--- config.mk ---
export PLATFORM = sky130hd
export DESIGN_NAME = note_judge_engine_flat
export DESIGN_NICKNAME = d
export VERILOG_FILES = /design/src/rtl/note_judge_engine_if.sv /design/src/rtl/note_judge_engine.sv /design/src/flat_wrapper.sv
export SDC_FILE = /design/constraint.sdc
export NUM_CORES = 1
export LEC_CHECK = 0
export ABC_AREA = 1
export CAP_MARGIN = 20
export CORE_MARGIN = 5
export CORE_UTILIZATION = 51
export CTS_CLUSTER_DIAMETER = 100
export DETAILED_ROUTE_END_ITERATION = 16
export PLACE_DENSITY = 0.95
export SLEW_MARGIN = 40
export SYNTH_ARGS = -nofsm -noshare
export SYNTH_HDL_FRONTEND = slang
export SYNTH_SLANG_ARGS = --single-unit
--- constraint.sdc ---
create_clock -name clk -period 11.55 [get_ports clk]
set_input_delay 2.31 -clock clk [delete_from_list [all_inputs] [get_ports clk]]
set_output_delay 2.31 -clock clk [all_outputs]
set_load 0.1 [all_outputs]
--- src/rtl/note_judge_engine_if.sv ---
// Port bundle for note_judge_engine: load/step/key controls in, track state and scoring out.
interface note_judge_engine_if #(
    parameter int unsigned LANES     = 3,
    parameter int unsigned TRACK_LEN = 27,
    parameter int unsigned SCORE_W   = 8,
    parameter int unsigned COMBO_W   = 8
);
    logic                         load;
    logic [LANES*TRACK_LEN-1:0]   load_notes;
    logic                         step;
    logic [LANES-1:0]             keys;
    logic [LANES*TRACK_LEN-1:0]   tracks;
    logic [LANES-1:0]             hit_zone;
    logic [SCORE_W-1:0]           score;
    logic [COMBO_W-1:0]           combo;
    logic [COMBO_W-1:0]           max_combo;
    logic                         hit_pulse;
    logic                         miss_pulse;
    logic                         playing;
    logic                         done;

    modport master (
        output load, load_notes, step, keys,
        input  tracks, hit_zone, score, combo, max_combo, hit_pulse, miss_pulse, playing, done
    );

    modport slave (
        input  load, load_notes, step, keys,
        output tracks, hit_zone, score, combo, max_combo, hit_pulse, miss_pulse, playing, done
    );
endinterface

--- src/rtl/note_judge_engine.sv ---
// Multi-lane scrolling note tracks with hit-window judging, saturating score and combo tracking.
module note_judge_engine #(
    parameter int unsigned LANES     = 3,
    parameter int unsigned TRACK_LEN = 27,
    parameter int unsigned WINDOW    = 1,
    parameter int unsigned SCORE_W   = 8,
    parameter int unsigned COMBO_W   = 8
) (
    input logic              clk,
    input logic              reset,
    note_judge_engine_if.slave bus
);
    localparam int unsigned CNT_W  = $clog2(LANES + 1);
    localparam int unsigned SUM_W  = SCORE_W + 2;
    localparam int unsigned WIN_LO = TRACK_LEN - WINDOW;

    typedef enum logic [1:0] {StIdle, StPlay, StDone} state_e;

    state_e state_q, state_d;

    logic [LANES-1:0][TRACK_LEN-1:0] tracks_q, tracks_d, cleared, shifted;
    logic [SCORE_W-1:0]              score_q, score_d;
    logic [COMBO_W-1:0]              combo_q, combo_d, max_combo_q, max_combo_d;
    logic [LANES-1:0]                keys_q, press, hit, bad, exit_miss, zone;
    logic                            hit_pulse_q, hit_pulse_d, miss_pulse_q, miss_pulse_d;
    logic [CNT_W-1:0]                hit_cnt, bad_cnt;
    logic signed [SUM_W-1:0]         score_sum;
    logic [COMBO_W:0]                combo_sum;
    logic [COMBO_W-1:0]              combo_play;
    logic                            found;

    always_comb begin
        for (int l = 0; l < int'(LANES); l++) begin
            zone[l] = |tracks_q[l][TRACK_LEN-1 -: WINDOW];
        end
    end

    // Judge presses, then shift the already-cleared tracks so a same-cycle hit never exits.
    always_comb begin
        press     = bus.keys & ~keys_q;
        cleared   = tracks_q;
        shifted   = tracks_q;
        hit       = '0;
        bad       = '0;
        exit_miss = '0;
        hit_cnt   = '0;
        bad_cnt   = '0;
        found     = 1'b0;
        for (int l = 0; l < int'(LANES); l++) begin
            hit[l] = press[l] & zone[l];
            bad[l] = press[l] & ~zone[l];
            found  = 1'b0;
            for (int p = int'(TRACK_LEN) - 1; p >= int'(WIN_LO); p--) begin
                if (hit[l] && !found && cleared[l][p]) begin
                    cleared[l][p] = 1'b0;
                    found         = 1'b1;
                end
            end
            if (bus.step) begin
                exit_miss[l] = cleared[l][TRACK_LEN-1];
                shifted[l]   = {cleared[l][TRACK_LEN-2:0], 1'b0};
            end else begin
                shifted[l]   = cleared[l];
            end
            if (hit[l]) hit_cnt = hit_cnt + CNT_W'(1);
            if (bad[l]) bad_cnt = bad_cnt + CNT_W'(1);
        end
    end

    always_comb begin
        score_sum  = $signed({2'b00, score_q}) + $signed(SUM_W'(hit_cnt))
                   - $signed(SUM_W'(bad_cnt));
        combo_sum  = {1'b0, combo_q} + (COMBO_W + 1)'(hit_cnt);
        combo_play = combo_sum[COMBO_W] ? '1 : combo_sum[COMBO_W-1:0];
    end

    always_comb begin
        tracks_d     = tracks_q;
        score_d      = score_q;
        combo_d      = combo_q;
        max_combo_d  = max_combo_q;
        hit_pulse_d  = 1'b0;
        miss_pulse_d = 1'b0;
        if (bus.load) begin
            tracks_d    = bus.load_notes;
            score_d     = '0;
            combo_d     = '0;
            max_combo_d = '0;
        end else if (state_q == StPlay) begin
            tracks_d     = shifted;
            hit_pulse_d  = |hit;
            miss_pulse_d = |bad | |exit_miss;
            if (score_sum[SUM_W-1]) begin
                score_d = '0;
            end else if (score_sum[SCORE_W]) begin
                score_d = '1;
            end else begin
                score_d = score_sum[SCORE_W-1:0];
            end
            combo_d     = miss_pulse_d ? '0 : combo_play;
            max_combo_d = (combo_d > max_combo_q) ? combo_d : max_combo_q;
        end
    end

    always_ff @(posedge clk) begin
        if (reset) begin
            tracks_q     <= '0;
            score_q      <= '0;
            combo_q      <= '0;
            max_combo_q  <= '0;
            keys_q       <= '0;
            hit_pulse_q  <= 1'b0;
            miss_pulse_q <= 1'b0;
        end else begin
            tracks_q     <= tracks_d;
            score_q      <= score_d;
            combo_q      <= combo_d;
            max_combo_q  <= max_combo_d;
            keys_q       <= bus.keys;
            hit_pulse_q  <= hit_pulse_d;
            miss_pulse_q <= miss_pulse_d;
        end
    end

    always_ff @(posedge clk) begin
        if (reset) state_q <= StIdle;
        else       state_q <= state_d;
    end

    always_comb begin
        state_d = state_q;
        unique case (state_q)
            StIdle:  if (bus.load) state_d = StPlay;
            StPlay:  if (!bus.load && tracks_d == '0) state_d = StDone;
            StDone:  if (bus.load) state_d = StPlay;
            default: state_d = StIdle;
        endcase
    end

    always_comb begin
        bus.playing = (state_q == StPlay);
        bus.done    = (state_q == StDone);
    end

    assign bus.tracks     = tracks_q;
    assign bus.hit_zone   = zone;
    assign bus.score      = score_q;
    assign bus.combo      = combo_q;
    assign bus.max_combo  = max_combo_q;
    assign bus.hit_pulse  = hit_pulse_q;
    assign bus.miss_pulse = miss_pulse_q;
endmodule

--- src/flat_wrapper.sv ---
// flat-port wrapper written by rule: the top's interface ports become plain ports
module note_judge_engine_flat 
#(
    parameter int unsigned LANES     = 3,
    parameter int unsigned TRACK_LEN = 27,
    parameter int unsigned WINDOW    = 1,
    parameter int unsigned SCORE_W   = 8,
    parameter int unsigned COMBO_W   = 8
)
  (clk, reset, bus_load, bus_load_notes, bus_step, bus_keys, bus_tracks, bus_hit_zone, bus_score, bus_combo, bus_max_combo, bus_hit_pulse, bus_miss_pulse, bus_playing, bus_done);
  note_judge_engine_if #(.LANES(LANES), .TRACK_LEN(TRACK_LEN), .SCORE_W(SCORE_W), .COMBO_W(COMBO_W)) bus_i ();
  input logic clk;
  input logic reset;
  input wire logic [$bits(bus_i.load)-1:0] bus_load;
  input wire logic [$bits(bus_i.load_notes)-1:0] bus_load_notes;
  input wire logic [$bits(bus_i.step)-1:0] bus_step;
  input wire logic [$bits(bus_i.keys)-1:0] bus_keys;
  output wire logic [$bits(bus_i.tracks)-1:0] bus_tracks;
  output wire logic [$bits(bus_i.hit_zone)-1:0] bus_hit_zone;
  output wire logic [$bits(bus_i.score)-1:0] bus_score;
  output wire logic [$bits(bus_i.combo)-1:0] bus_combo;
  output wire logic [$bits(bus_i.max_combo)-1:0] bus_max_combo;
  output wire logic [$bits(bus_i.hit_pulse)-1:0] bus_hit_pulse;
  output wire logic [$bits(bus_i.miss_pulse)-1:0] bus_miss_pulse;
  output wire logic [$bits(bus_i.playing)-1:0] bus_playing;
  output wire logic [$bits(bus_i.done)-1:0] bus_done;
  assign bus_i.load = bus_load;
  assign bus_i.load_notes = bus_load_notes;
  assign bus_i.step = bus_step;
  assign bus_i.keys = bus_keys;
  assign bus_tracks = bus_i.tracks;
  assign bus_hit_zone = bus_i.hit_zone;
  assign bus_score = bus_i.score;
  assign bus_combo = bus_i.combo;
  assign bus_max_combo = bus_i.max_combo;
  assign bus_hit_pulse = bus_i.hit_pulse;
  assign bus_miss_pulse = bus_i.miss_pulse;
  assign bus_playing = bus_i.playing;
  assign bus_done = bus_i.done;
  note_judge_engine #(.LANES(LANES), .TRACK_LEN(TRACK_LEN), .WINDOW(WINDOW), .SCORE_W(SCORE_W), .COMBO_W(COMBO_W)) u_core (.clk(clk), .reset(reset), .bus(bus_i));
endmodule
==> flow_metrics.py <==
metrics = {
    "drt": {
        "drtPass1Iterations": 5,
        "viasPerCell": 5.24,
        "drc": 0,
        "ant_nets": 0,
        "drt-total-wl_mm": 19.3,
        "drt_iter0_markers": 582,
        "vias": 7094,
        "wl_per_cell_um": 14.3,
    },
    "global_routing": {
        "use_met3": 0.0654,
        "grt_busiest_layer": "met2",
        "grt_first_pass_wirelength_mm": 30.7,
        "grt_max_degree": 110,
        "use_met1": 0.321,
        "antenna_found_initial": 0,
        "grt_usage": 0.254,
        "grt_pass1_vias": 6394,
        "grt_remaining_overflow": 0,
        "use_met2": 0.419,
    },
    "setup_path": {
        "cp-startpoint": "bus_keys[1]",
        "crit_slowest_cell": "clkdlybuf4s50_1",
        "r2r_end": "u_core.bus.max_combo[7]",
        "cp_max_fo": 11,
        "max_stage_delay_ns": 0.49,
        "path_delay_family": "adder cells",
        "cp_cell_sequence": "clkdlybuf4s50_1, nand2_1, nor2_1, inv_1, ha_1, xor2_1, ha_1, fa_1, nand2_1, nor3_1, nand2_1, nor2_1, a211oi_1, ha_1, nand3_1, nor2_1, nand2_1, o211ai_1, nand3_1, inv_1, o21ai_0, a21oi_1",
        "crit_path_end_kind": "register",
        "r2r_setup_slack_ns": 7.48,
        "r2r-start": "u_core.bus.hit_zone[0]",
        "start_kind": "primary input",
        "reg2reg_depth": 21,
        "crit_type": "primary input to register",
        "crit_buf_inv": 3,
        "worstPathArrival_ns": 6.34,
        "worstPathRequired_ns": 11.79,
        "cpMostUsedCell": "nand2_1",
    },
    "finish": {
        "num_antenna_cells": 0,
        "fin_nets": 1285,
        "drive_above_1_share": 0.182,
        "final_cell_mix": "nand2_1, nor2_1, nand3_1, buf_2, dfxtp_1",
        "synthToLayoutAreaGrowth_pct": 27.1,
        "final_common_cell": "nand2_1",
    },
    "die": {
        "fp.coreArea_mm2": 0.0125,
        "dieArea_mm2": 0.0150,
        "start_util": 0.516,
        "die_w_um": 123,
        "ioPinCount": 200,
        "fp-row-count": 41,
        "die_h_um": 123,
    },
    "clock_tree": {
        "holdBufCountCts": 0,
        "numClockSinks": 112,
        "cts_buffers": 9,
        "clock_latency_ns": 0.35,
        "post_cts_buffers": 0,
        "cts.path.max_buffers": 2,
        "cts_resized": 0,
        "tritoncts": "done",
        "path_clk_slew_ns": 0.07,
        "cts-root-buf": "clkbuf_16",
        "htreeDepth": 3,
    },
    "hold_path": {
        "hold_end": "u_core.bus.max_combo[2]",
        "hp-start": "u_core.bus.max_combo[2]",
        "hold_depth": 2,
        "hp-class": "register to register",
    },
    "logic_synthesis": {
        "ys_warn_count": 0,
        "ys_ff_latch": 112,
        "ys_seq_area_frac": 0.347,
        "synth.avg_cell_area_um2": 6.36,
        "ys_types": 29,
        "synth_edf_count": 0,
        "syn_nets": 1125,
        "syn-instance-count": 1016,
        "netlist_area_mm2": 0.00646,
        "ys.flop_type": "dfxtp_1",
        "synthArstFlopShare": 0,
    },
    "power_and_ir_drop": {
        "p_seq_frac": 0.358,
        "p_clk_frac": 0.268,
        "max-vdd-ir-drop_mv": 0.0855,
        "cell_internal_pwr_uw": 708,
        "p_leak_uw": 0.00404,
        "power_frac_comb": 0.374,
        "switching_share": 0.421,
        "power_density_mw_per_mm2": 149,
        "p_switching_uw": 516,
    },
    "sta": {
        "finalHoldViolCount": 0,
        "setup-tns-final_ns": 0,
        "slew-limit-headroom": 0.516,
        "grt_setup_unrepaired": "no",
        "period_minus_slack_ns": 6.10,
        "setup_viol": 0,
        "worst_hold_slack_ns": 0.475,
        "max_freq_mhz": 164,
        "fin_crit_sh": 0.528,
        "drv_slew": 0,
        "worst_slew_pin_slew_ns": 0.725,
        "fin_skew_ns": 0.00522,
    },
    "placement": {
        "io_buffers": 199,
        "routabilityCongestion": 0.915,
        "dp_hpwl_mm": 13.8,
    },
    "status": {
        "status": "completed",
    },
    "job": {
        "max_cap_violations": 0,
    },
}
## sequential cells by signal, indices dropped and copies added, names as in the netlist
name	cells
u_core.keys_q	3
u_core.bus.hit_zone	3
u_core.bus.score	8
u_core.bus.combo	8
u_core.bus.miss_pulse	1
u_core.bus.tracks	78
u_core.bus.max_combo	8
u_core.bus.hit_pulse	1
u_core.state_q	2
## through the flow
stage | total power [µW] | util | instances | setup slack (ns) | instance area (µm²)
floorplan | 805 | - | 1016 | 6.10 | 6460
global placement | 922 | 0.676 | 1337 | 5.24 | 8460
detailed placement | 904 | 0.632 | 1337 | 5.09 | 7910
CTS | 1230 | 0.656 | 1353 | 5.43 | 8210
global route | 1280 | 0.657 | 1353 | 4.99 | 8220
finish | 1220 | 0.657 | 1353 | 5.45 | 8220
## worst max-delay path by stage
| stage | end | cells past startpoint |
|---|---|---|
| after CTS | u_core.bus.max_combo[7] | 22 |
| after global routing | u_core.bus.max_combo[0] | 23 |
| after detailed placement | u_core.bus.max_combo[7] | 22 |
| after global placement | u_core.bus.max_combo[0] | 22 |
| after floorplan | u_core.bus.max_combo[6] | 22 |
| final | u_core.bus.max_combo[7] | 22 |
## power groups by stage
stage,logic [µW],clock network (µW),registers (µW)
3_5_place_dp,457,0,447
6_report,458,328,439
2_1_floorplan,172,0,633
4_1_cts,458,331,438
3_3_place_gp,475,0,447
5_1_grt,493,345,442
## layout make-up
type                       count  area, µm²
sequential                   112       2240
clock inverter                 4       51.3
multi-input combinational    782       3720
clock buffer                  12        256
inverter                      64        243
tap                          172        215
timing repair buffer         207       1490
fill                        1171       4300
## worst register-to-register path, stage by stage (launching register included)
cell      delay (ns)
dfxtp_1         0.48
inv_1           0.07
nor2_1          0.17
inv_1           0.06
ha_1            0.28
xor2_1          0.18
ha_1            0.23
fa_1            0.41
nand2_1         0.11
nor3_1          0.07
nand2_1         0.10
nor2_1          0.05
a211oi_1        0.43
ha_1            0.34
nand3_1         0.11
nor2_1          0.05
nand2_1         0.06
o211ai_1        0.08
nand3_1         0.27
inv_1           0.16
o21ai_0         0.19
a21oi_1         0.06
## metal layers
metal  share of wire  wire [µm]
met5               0          0
met1            0.41       8010
met2            0.47       9000
met4           0.019        367
met3            0.10       1940
## Yosys cell counts (all sizes together) (6+ instances only)
library cell	n	share of area
clkbuf	37	0.021
buf	21	0.019
ha	18	0.035
nand3	115	0.090
inv	64	0.037
o21ai	25	0.019
nand2	328	0.19
dfxtp	112	0.35
xor2	6	0.0081
nand4	29	0.028
a21oi	32	0.025
nor2	133	0.078
or2	73	0.071
## kinds of logic (layout without fill, tap and decap cells)
family | after synthesis | after routing | synth area share
compound gates | 65 | 65 | 0.0534
fa+ha+maj | 21 | 21 | 0.0441
flops | 112 | 112 | 0.347
simple gates | 685 | 685 | 0.463
buf+inv | 122 | 287 | 0.0776
xor+xnor | 11 | 11 | 0.0149
Power figures use the tool's default switching activity.
